File: config.mk
export PLATFORM = sky130hd
export DESIGN_NAME = ex_stage_mdu
export DESIGN_NICKNAME = d
export VERILOG_FILES = /design/src/rtl/ex_stage_mdu.sv
export SDC_FILE = /design/constraint.sdc
export NUM_CORES = 2
export LEC_CHECK = 0
export CELL_PAD_IN_SITES_DETAIL_PLACEMENT = 1
export CELL_PAD_IN_SITES_GLOBAL_PLACEMENT = 1
export CORE_AREA = 2 2 324 326
export DETAILED_ROUTE_END_ITERATION = 6
export DIE_AREA = 0 0 326 328
export HOLD_SLACK_MARGIN = 0.06
export PLACE_DENSITY = 0.8
export RECOVER_POWER = 50
export SYNTH_ARGS = -nofsm -noshare
export SYNTH_HDL_FRONTEND = slang
export SYNTH_SLANG_ARGS = --single-unit
File: constraint.sdc
create_clock -name clk -period 3.6 [get_ports clk]
set_input_delay 0.72 -clock clk [delete_from_list [all_inputs] [get_ports clk]]
set_output_delay 0.72 -clock clk [all_outputs]
set_load 0.05 [all_outputs]
File: src/rtl/ex_stage_mdu.sv
// ex_stage_mdu: execute stage with a single-cycle ALU and an iterative multiply/divide unit.
//
// Single-cycle ops are registered into the EX/MEM slot one edge after acceptance. MUL, MULHU,
// DIVU and REMU are latched at acceptance and take one radix-2 step per cycle for XLEN cycles.
// During that time ex_busy is high and upstream must hold its next instruction.
//
// Ports:
//   clk, rst_n            clock; asynchronous active-low reset
//   in_valid, flush       ID/EX valid; synchronous kill of EX work
//   operandA, operandB    source operands
//   imm, alu_src          immediate; when alu_src is 1, imm replaces operandB
//   alu_op                operation select
//   id_ex_*               control fields and rd carried alongside the instruction
//   ex_busy               a multi-cycle op is in flight
//   ex_mem_*              registered EX/MEM slot: valid, result, overflow, rd, controls
module ex_stage_mdu #(
  parameter int unsigned XLEN = 64,
  parameter int unsigned SHW  = $clog2(XLEN)
) (
  input  logic            clk,
  input  logic            rst_n,
  input  logic            in_valid,
  input  logic            flush,
  input  logic [XLEN-1:0] operandA,
  input  logic [XLEN-1:0] operandB,
  input  logic [XLEN-1:0] imm,
  input  logic            alu_src,
  input  logic [4:0]      alu_op,
  input  logic            id_ex_Memwrite,
  input  logic            id_ex_Memread,
  input  logic            id_ex_MemtoReg,
  input  logic            id_ex_Regwrite,
  input  logic [4:0]      id_ex_rd,
  output logic            ex_busy,
  output logic            ex_mem_valid,
  output logic [XLEN-1:0] ex_mem_alu_result,
  output logic            ex_mem_overflow,
  output logic [4:0]      ex_mem_rd,
  output logic            ex_mem_Memwrite,
  output logic            ex_mem_Memread,
  output logic            ex_mem_MemtoReg,
  output logic            ex_mem_Regwrite
);

  localparam int unsigned CntW = SHW + 1;

  typedef enum logic [0:0] {StIdle, StBusy} state_e;

  state_e          state_q;
  logic [CntW-1:0] cnt_q;
  logic [1:0]      op_q;
  logic [XLEN-1:0] b_q;
  // hi: product high half / partial remainder; lo: multiplier / dividend shifting into quotient
  logic [XLEN-1:0] hi_q, lo_q;
  logic [3:0]      ctrl_q;
  logic [4:0]      rd_q;

  logic [XLEN-1:0] b_sel;
  logic [SHW-1:0]  shamt;
  logic [XLEN-1:0] sum, diff;
  logic [XLEN-1:0] alu_res;
  logic            alu_ovf;
  logic            is_mdu;

  assign b_sel  = alu_src ? imm : operandB;
  assign shamt  = b_sel[SHW-1:0];
  assign sum    = operandA + b_sel;
  assign diff   = operandA - b_sel;
  assign is_mdu = (alu_op[4:2] == 3'b100);

  always_comb begin
    alu_res = '0;
    alu_ovf = 1'b0;
    case (alu_op)
      5'b00000: alu_res = operandA & b_sel;
      5'b00001: alu_res = operandA | b_sel;
      5'b00010: begin
        alu_res = sum;
        alu_ovf = (operandA[XLEN-1] == b_sel[XLEN-1]) && (sum[XLEN-1] != operandA[XLEN-1]);
      end
      5'b00011: alu_res = operandA << shamt;
      5'b00100: alu_res = operandA >> shamt;
      5'b00101: alu_res = $signed(operandA) >>> shamt;
      5'b00110: begin
        alu_res = diff;
        alu_ovf = (operandA[XLEN-1] != b_sel[XLEN-1]) && (diff[XLEN-1] != operandA[XLEN-1]);
      end
      5'b00111: alu_res = {{(XLEN-1){1'b0}}, operandA < b_sel};
      5'b01000: alu_res = {{(XLEN-1){1'b0}}, $signed(operandA) < $signed(b_sel)};
      5'b01001: alu_res = operandA ^ b_sel;
      5'b01010: alu_res = {{(XLEN-1){1'b0}}, operandA == b_sel};
      5'b01011: alu_res = {{(XLEN-1){1'b0}}, operandA != b_sel};
      default:  alu_res = '0;
    endcase
  end

  // One iteration of the MDU datapath.
  logic [XLEN:0]   mul_sum;
  logic [XLEN:0]   r_shift;
  logic [XLEN-1:0] r_sub;
  logic            r_ge;
  logic [XLEN-1:0] hi_n, lo_n, mdu_res;

  assign mul_sum = {1'b0, hi_q} + {1'b0, (lo_q[0] ? b_q : {XLEN{1'b0}})};
  assign r_shift = {hi_q, lo_q[XLEN-1]};
  assign r_ge    = (r_shift >= {1'b0, b_q});
  // When r_ge holds, the true difference is below b_q, so the low XLEN bits are exact.
  assign r_sub   = r_shift[XLEN-1:0] - b_q;

  always_comb begin
    if (!op_q[1]) begin
      hi_n = mul_sum[XLEN:1];
      lo_n = {mul_sum[0], lo_q[XLEN-1:1]};
    end else begin
      hi_n = r_ge ? r_sub : r_shift[XLEN-1:0];
      lo_n = {lo_q[XLEN-2:0], r_ge};
    end
    // MULHU and REMU take the high register, MUL and DIVU the low one.
    mdu_res = op_q[0] ? hi_n : lo_n;
  end

  always_ff @(posedge clk or negedge rst_n) begin
    if (!rst_n) begin
      state_q           <= StIdle;
      cnt_q             <= '0;
      op_q              <= '0;
      b_q               <= '0;
      hi_q              <= '0;
      lo_q              <= '0;
      ctrl_q            <= '0;
      rd_q              <= '0;
      ex_busy           <= 1'b0;
      ex_mem_valid      <= 1'b0;
      ex_mem_alu_result <= '0;
      ex_mem_overflow   <= 1'b0;
      ex_mem_rd         <= '0;
      ex_mem_Memwrite   <= 1'b0;
      ex_mem_Memread    <= 1'b0;
      ex_mem_MemtoReg   <= 1'b0;
      ex_mem_Regwrite   <= 1'b0;
    end else if (flush) begin
      state_q         <= StIdle;
      cnt_q           <= '0;
      ex_busy         <= 1'b0;
      ex_mem_valid    <= 1'b0;
      ex_mem_Memwrite <= 1'b0;
      ex_mem_Memread  <= 1'b0;
      ex_mem_Regwrite <= 1'b0;
    end else if (state_q == StIdle) begin
      if (in_valid && is_mdu) begin
        state_q         <= StBusy;
        ex_busy         <= 1'b1;
        cnt_q           <= '0;
        op_q            <= alu_op[1:0];
        b_q             <= b_sel;
        hi_q            <= '0;
        lo_q            <= operandA;
        ctrl_q          <= {id_ex_Memwrite, id_ex_Memread, id_ex_MemtoReg, id_ex_Regwrite};
        rd_q            <= id_ex_rd;
        ex_mem_valid    <= 1'b0;
        ex_mem_Memwrite <= 1'b0;
        ex_mem_Memread  <= 1'b0;
        ex_mem_MemtoReg <= 1'b0;
        ex_mem_Regwrite <= 1'b0;
      end else if (in_valid) begin
        ex_mem_valid      <= 1'b1;
        ex_mem_alu_result <= alu_res;
        ex_mem_overflow   <= alu_ovf;
        ex_mem_rd         <= id_ex_rd;
        ex_mem_Memwrite   <= id_ex_Memwrite;
        ex_mem_Memread    <= id_ex_Memread;
        ex_mem_MemtoReg   <= id_ex_MemtoReg;
        ex_mem_Regwrite   <= id_ex_Regwrite;
      end else begin
        ex_mem_valid    <= 1'b0;
        ex_mem_Memwrite <= 1'b0;
        ex_mem_Memread  <= 1'b0;
        ex_mem_MemtoReg <= 1'b0;
        ex_mem_Regwrite <= 1'b0;
      end
    end else begin
      hi_q  <= hi_n;
      lo_q  <= lo_n;
      cnt_q <= cnt_q + CntW'(1);
      if (cnt_q == CntW'(XLEN - 1)) begin
        state_q           <= StIdle;
        ex_busy           <= 1'b0;
        ex_mem_valid      <= 1'b1;
        ex_mem_alu_result <= mdu_res;
        ex_mem_overflow   <= 1'b0;
        ex_mem_rd         <= rd_q;
        {ex_mem_Memwrite, ex_mem_Memread, ex_mem_MemtoReg, ex_mem_Regwrite} <= ctrl_q;
      end
    end
  end

endmodule

==> results of run 1 <==
-- stage by stage --
| stage | hold slack, ns | setup slack, ns | utilization, % | cells | instance area (um2) |
|---|---|---|---|---|---|
| detailed placement | 0.487 | -1.88 | 59.5 | 9068 | 61400 |
| floorplan | 0.424 | -0.968 | - | 5795 | 42700 |
| global placement | 0.470 | -1.67 | 59.5 | 9068 | 61400 |
| CTS | 0.0864 | -0.899 | 65.6 | 9266 | 67700 |
-- cell families after synthesis --
kind of cell,synth area share (%)
AOI/OAI and AO/OA,30.6
and+or+nand+nor,18.6
buffers and inverters,6.72
muxes,13.7
adders and majority gates,9.81
DFF,17.0
xor gates and xnor gates,3.53
-- layer usage --
| layer | track usage, % | overflow |
|---|---|---|
| met1 | 78.3 | 2 |
| met2 | 94.9 | 70 |
| met3 | 64.0 | 3 |
| met4 | 79.2 | 83 |
| met5 | 36.2 | 0 |
-- repair_timing --
action | 4_1_cts
cloned | 10
pin swaps | 205
setup endpoints to repair | 130
resized for setup | 851
setup buffers | 127
==> impl_metrics.csv, run 1 <==
group,metric,value,unit
synthesis,synthMostInstantiatedCell,"a21oi_1",
synthesis,synth_cells,5795,
global_route,grt_pass1_vias,79200,
placement,dp_hpwl,256000,um
die,die_h,328,um
die,ioPinCount,287,
cts,cts_hold_repair.buffers,0,
die,rows,118,
global_route,track_usage,78.8,%
run_status,lastStage,"global routing (5_1_grt)",
cts,cts.path.max_buffers,3,
synthesis,synth_commonest_cells,"637 x a21oi_1, 596 x nand2_1, 560 x nor2_1, 451 x o21ai_0, 430 x mux2i_1",
synthesis,yosys.area.top_type_share,17.0,%
synthesis,synth_edf_count,0,
global_route,gr-total-overflow,158,
synthesis,syn-cell-area,42200,um2
synthesis,ys_seq_area_share,17.0,%
synthesis,synth_nets,6334,
die,die_width,326,um
synthesis,synth_flop_cell,"dfrtp_1",
cts,htreeDepth,2,
run_status,outcome,"did not finish",
synthesis,ys_top_cells_by_area,"dfrtp_1 17%, mux2i_1 10%, ha_1 9.6%",
global_route,grt_max_degree,105,
global_route,grt_pass1_wl,614000,um
run_status,error,"[ERROR GRT-0116] Global routing finished with congestion. Check the congestion regions in the DRC Viewer.",
cts,cts_root_buf,"clkbuf_16",
cts,cts_buffers,37,
die,start_util,40.9,%
placement,gp_congestion,1.20,
synthesis,synthArstFlopShare,100,%
synthesis,ys_seq_elements,287,
synthesis,yosysUniqueCellTypes,101,
synthesis,syn_avg_cell_area,7.28,um2
placement,io_buffers,286,
cts,cts_sinks,287,
synthesis,synth-warning-count,0,
synthesis,synth_area_leader_cell,"dfrtp_1",
==> run 2, diff against run 1 <==
- CELL_PAD_IN_SITES_DETAIL_PLACEMENT: 1 -> unset
- CELL_PAD_IN_SITES_GLOBAL_PLACEMENT: 1 -> unset
- CORE_AREA: 2 2 324 326 -> 2 2 328 330
- DIE_AREA: 0 0 326 328 -> 0 0 330 332
- HOLD_SLACK_MARGIN: 0.06 -> unset
- PLACE_DENSITY: 0.8 -> unset
- PLACE_DENSITY_LB_ADDON: unset -> 0.15
- clock period: 3.6 -> 4.7 ns (I/O delays scaled with it)
==> run 2 against run 1 <==
  * The flow now finishes, with violations (DRC, capacitance limit, slew limit, setup timing)
  * Synthesized cell count unchanged
  * Synthesized area did not move
==> impl_metrics.csv, run 2 <==
group,metric,value,unit
run_status,outcome,"complete, but fails checks",
run_status,violations,"DRC, capacitance limit, slew limit, setup timing",
job,drv_cap,6,
detailed_routing,firstDrtPassIters,7,
worst_setup_path,reg2reg_from,"lo_q[63]",
sta,holdWs,0.487,ns
worst_setup_path,worstPathCellList,"clkdlybuf4s50_1 -> mux2i_4 -> buf_4 -> clkinv_2 -> buf_4 -> mux2i_1 -> buf_4 -> mux2i_1 -> o22a_1 -> nor2_1 -> a31oi_1 -> o21ai_0 -> a221oi_1 -> buf_4 -> a21oi_1 -> a211o_1",
die,die_h,332,um
worst_setup_path,crit_arrival,5.27,ns
synthesis,synthArstFlopShare,100,%
global_route,grt_max_degree,119,
power,power_density,348,nW/um2
cells_and_area,finalNetCount,7642,
worst_setup_path,start_kind,"input port",
synthesis,yosysUniqueCellTypes,101,
synthesis,synth_nets,6334,
power,ir_drop,0.000280,V
worst_setup_path,path_class,"in -> reg",
worst_setup_path,cp-endpoint,"ex_mem_alu_result[10]",
sta,slew_headroom,-67.1,%
die,die_width,330,um
cts,cts_tree,"yes",
synthesis,ys_seq_elements,287,
detailed_routing,vias_per_cell,6.47,
global_route,grt_pass1_vias,52100,
synthesis,ys_top_cells_by_area,"dfrtp_1 17%, mux2i_1 10%, ha_1 9.6%",
cells_and_area,final_common_cell,"buf_4",
synthesis,ys_seq_area_share,17.0,%
die,dieArea,110000,um2
worst_setup_path,critPathCaptureType,"flop",
detailed_routing,drc,25,
detailed_routing,drt-total-wl,278000,um
cts,worstSkewPairLatency,0.63,ns
worst_setup_path,cp_top_family,"compound AO/OA/AOI/OAI gates",
global_route,grt_antenna_before_repair,13,
placement,gp_congestion,1.13,
worst_setup_path,cpMaxStageDelayCell,"o21ai_0",
worst_setup_path,crit_path_max_incr_delay,0.70,ns
cells_and_area,layout_common_cells,"1335 x buf_4, 624 x a21oi_1, 595 x nand2_1",
min_path,hold_class,"reg -> reg",
cts,cts_hold_repair.buffers,0,
sta,slew_violations,300,
worst_setup_path,reg2reg_depth,18,
synthesis,synth_edf_count,0,
cts,cts_buffers,38,
sta,setup_slack,-0.0434,ns
synthesis,synth_cells,5795,
global_route,grt_pass1_wl,384000,um
worst_setup_path,cp.depth,16,
placement,io_buffers,286,
cells_and_area,layout-drive-gt1-share,24.0,%
worst_setup_path,crit_required,5.22,ns
worst_setup_path,r2r-end,"ex_mem_alu_result[54]",
die,ioPinCount,287,
detailed_routing,vias,55200,
die,start_util,39.7,%
power,p_leak,27.4,nW
cells_and_area,final_util,54.9,%
synthesis,synth_commonest_cells,"637 x a21oi_1, 596 x nand2_1, 560 x nor2_1, 451 x o21ai_0, 430 x mux2i_1",
sta,worst-slew-pin-transition,2.51,ns
sta,grt_setup_unrepaired,"yes",
sta,fin_crit_sh,101,%
cells_and_area,syn_to_final_growth,38.4,%
placement,dp_hpwl,227000,um
synthesis,yosys.area.top_type_share,17.0,%
global_route,gr-total-overflow,0,
sta,final_hold_viol_count,0,
cts,htreeDepth,2,
worst_setup_path,cp-startpoint,"imm[1]",
cts,cts_sinks,287,
cts,path_clk_slew,0.06,ns
sta,skew,0.0522,ns
sta,max_freq,211,MHz
sta,fin_crit,4.74,ns
detailed_routing,drt_iter0_markers,7610,
die,core_region_area,106000,um2
worst_setup_path,r2r_slack,0.09,ns
detailed_routing,drtAntennaViolNets,0,
die,rows,120,
synthesis,synthMostInstantiatedCell,"a21oi_1",
worst_setup_path,crit_top_cell,"buf_4",
detailed_routing,routedWlPerCell,32.5,um
worst_setup_path,path_max_fanout,54,
cts,cts_root_buf,"clkbuf_16",
synthesis,syn-cell-area,42200,um2
synthesis,synth_flop_cell,"dfrtp_1",
cts,cts.path.max_buffers,3,
global_route,track_usage,48.9,%
synthesis,synth-warning-count,0,
worst_setup_path,cp.buffers_inverters,6,
synthesis,synth_area_leader_cell,"dfrtp_1",
sta,setup_violations,1,
synthesis,syn_avg_cell_area,7.28,um2
-- run 2: cell counts after synthesis --
No cell type changed its count.
-- run 2: repair_timing --
| action | 4_1_cts | 5_1_grt |
|---|---|---|
| setup buffers | 2 | 8 |
| pin swaps | 2 | 22 |
| setup endpoints to repair | 33 | 51 |
| resized for setup | 29 | 89 |
-- run 2: worst min path at each step --
stage / startpoint / end / cells after the start
CTS: rst_n / hi_q[53] / 1
floorplan: cnt_q[5] / cnt_q[5] / 1
detailed placement: cnt_q[5] / cnt_q[5] / 1
global route: ctrl_q[0] / ctrl_q[0] / 1
global placement: ex_mem_rd[1] / ex_mem_rd[1] / 2
finish: ex_mem_rd[1] / ex_mem_rd[1] / 2
-- run 2: area by class of cell --
cell class / count / area, um2
Multi-Input combinational cell: 4792 / 32900
Timing Repair Buffer: 1688 / 14100
Fill cell: 10300 / 47900
Tap cell: 1403 / 1760
Clock inverter: 18 / 238
Inverter: 296 / 1120
Clock buffer: 52 / 1080
Sequential cell: 287 / 7190
Antenna cell: 5 / 12.5
-- run 2: through the flow --
stage / cell area, um2 / setup WS (ns) / instances / setup TNS, ns / power [mW]
final: 58400 / -0.0434 / 8541 / -0.0434 / 20.3
after global routing: 58300 / -0.117 / 8536 / -0.136 / 21.1
after detailed placement: 56400 / -1.36 / 8456 / -40.81 / 16.4
after floorplan: 42400 / -0.0885 / 5795 / -0.220 / 10.6
after global placement: 56400 / -1.51 / 8456 / -40.22 / 16.3
after CTS: 57900 / -0.0541 / 8528 / -0.0541 / 19.6
-- run 2: cell families after synthesis --
kind of cell               share of synthesized area [%]
AOI/OAI and AO/OA                                   30.6
xor gates and xnor gates                            3.53
adders and majority gates                           9.81
buffers and inverters                               6.72
DFF                                                 17.0
muxes                                               13.7
and+or+nand+nor                                     18.6
-- run 2: where the power goes --
part	total, mW	switching, mW	internal [mW]
clock network	3.19	1.38	1.81
logic	13.5	8.10	5.35
registers	3.66	0.639	3.02
-- run 2: metal layers --
metal	vias up	global-route usage, %	part of all wire (%)
met4	8	30.6	7.9
met1	26700	62.7	39
met5	-	0	0.017
met2	3786	67.6	39
li1	23900	-	-
met3	844	19.5	14
-- run 2: worst register-to-register path, stage by stage (launching register included) --
cell and delay, ns:
dfrtp_1 0.53, inv_1 0.17, ha_1 0.17, inv_1 0.05, fa_1 0.40, a21o_1 0.21, a221o_1 0.36, o221ai_1 0.37
o21a_1 0.23, o21ba_2 0.25, a21o_1 0.23, buf_4 0.17, o211ai_1 0.12, xor2_1 0.16, nand2_1 0.08, a31oi_1 0.14
buf_4 0.22, mux2i_1 0.50, o22ai_1 0.14
(Power assumes the default switching activity.)
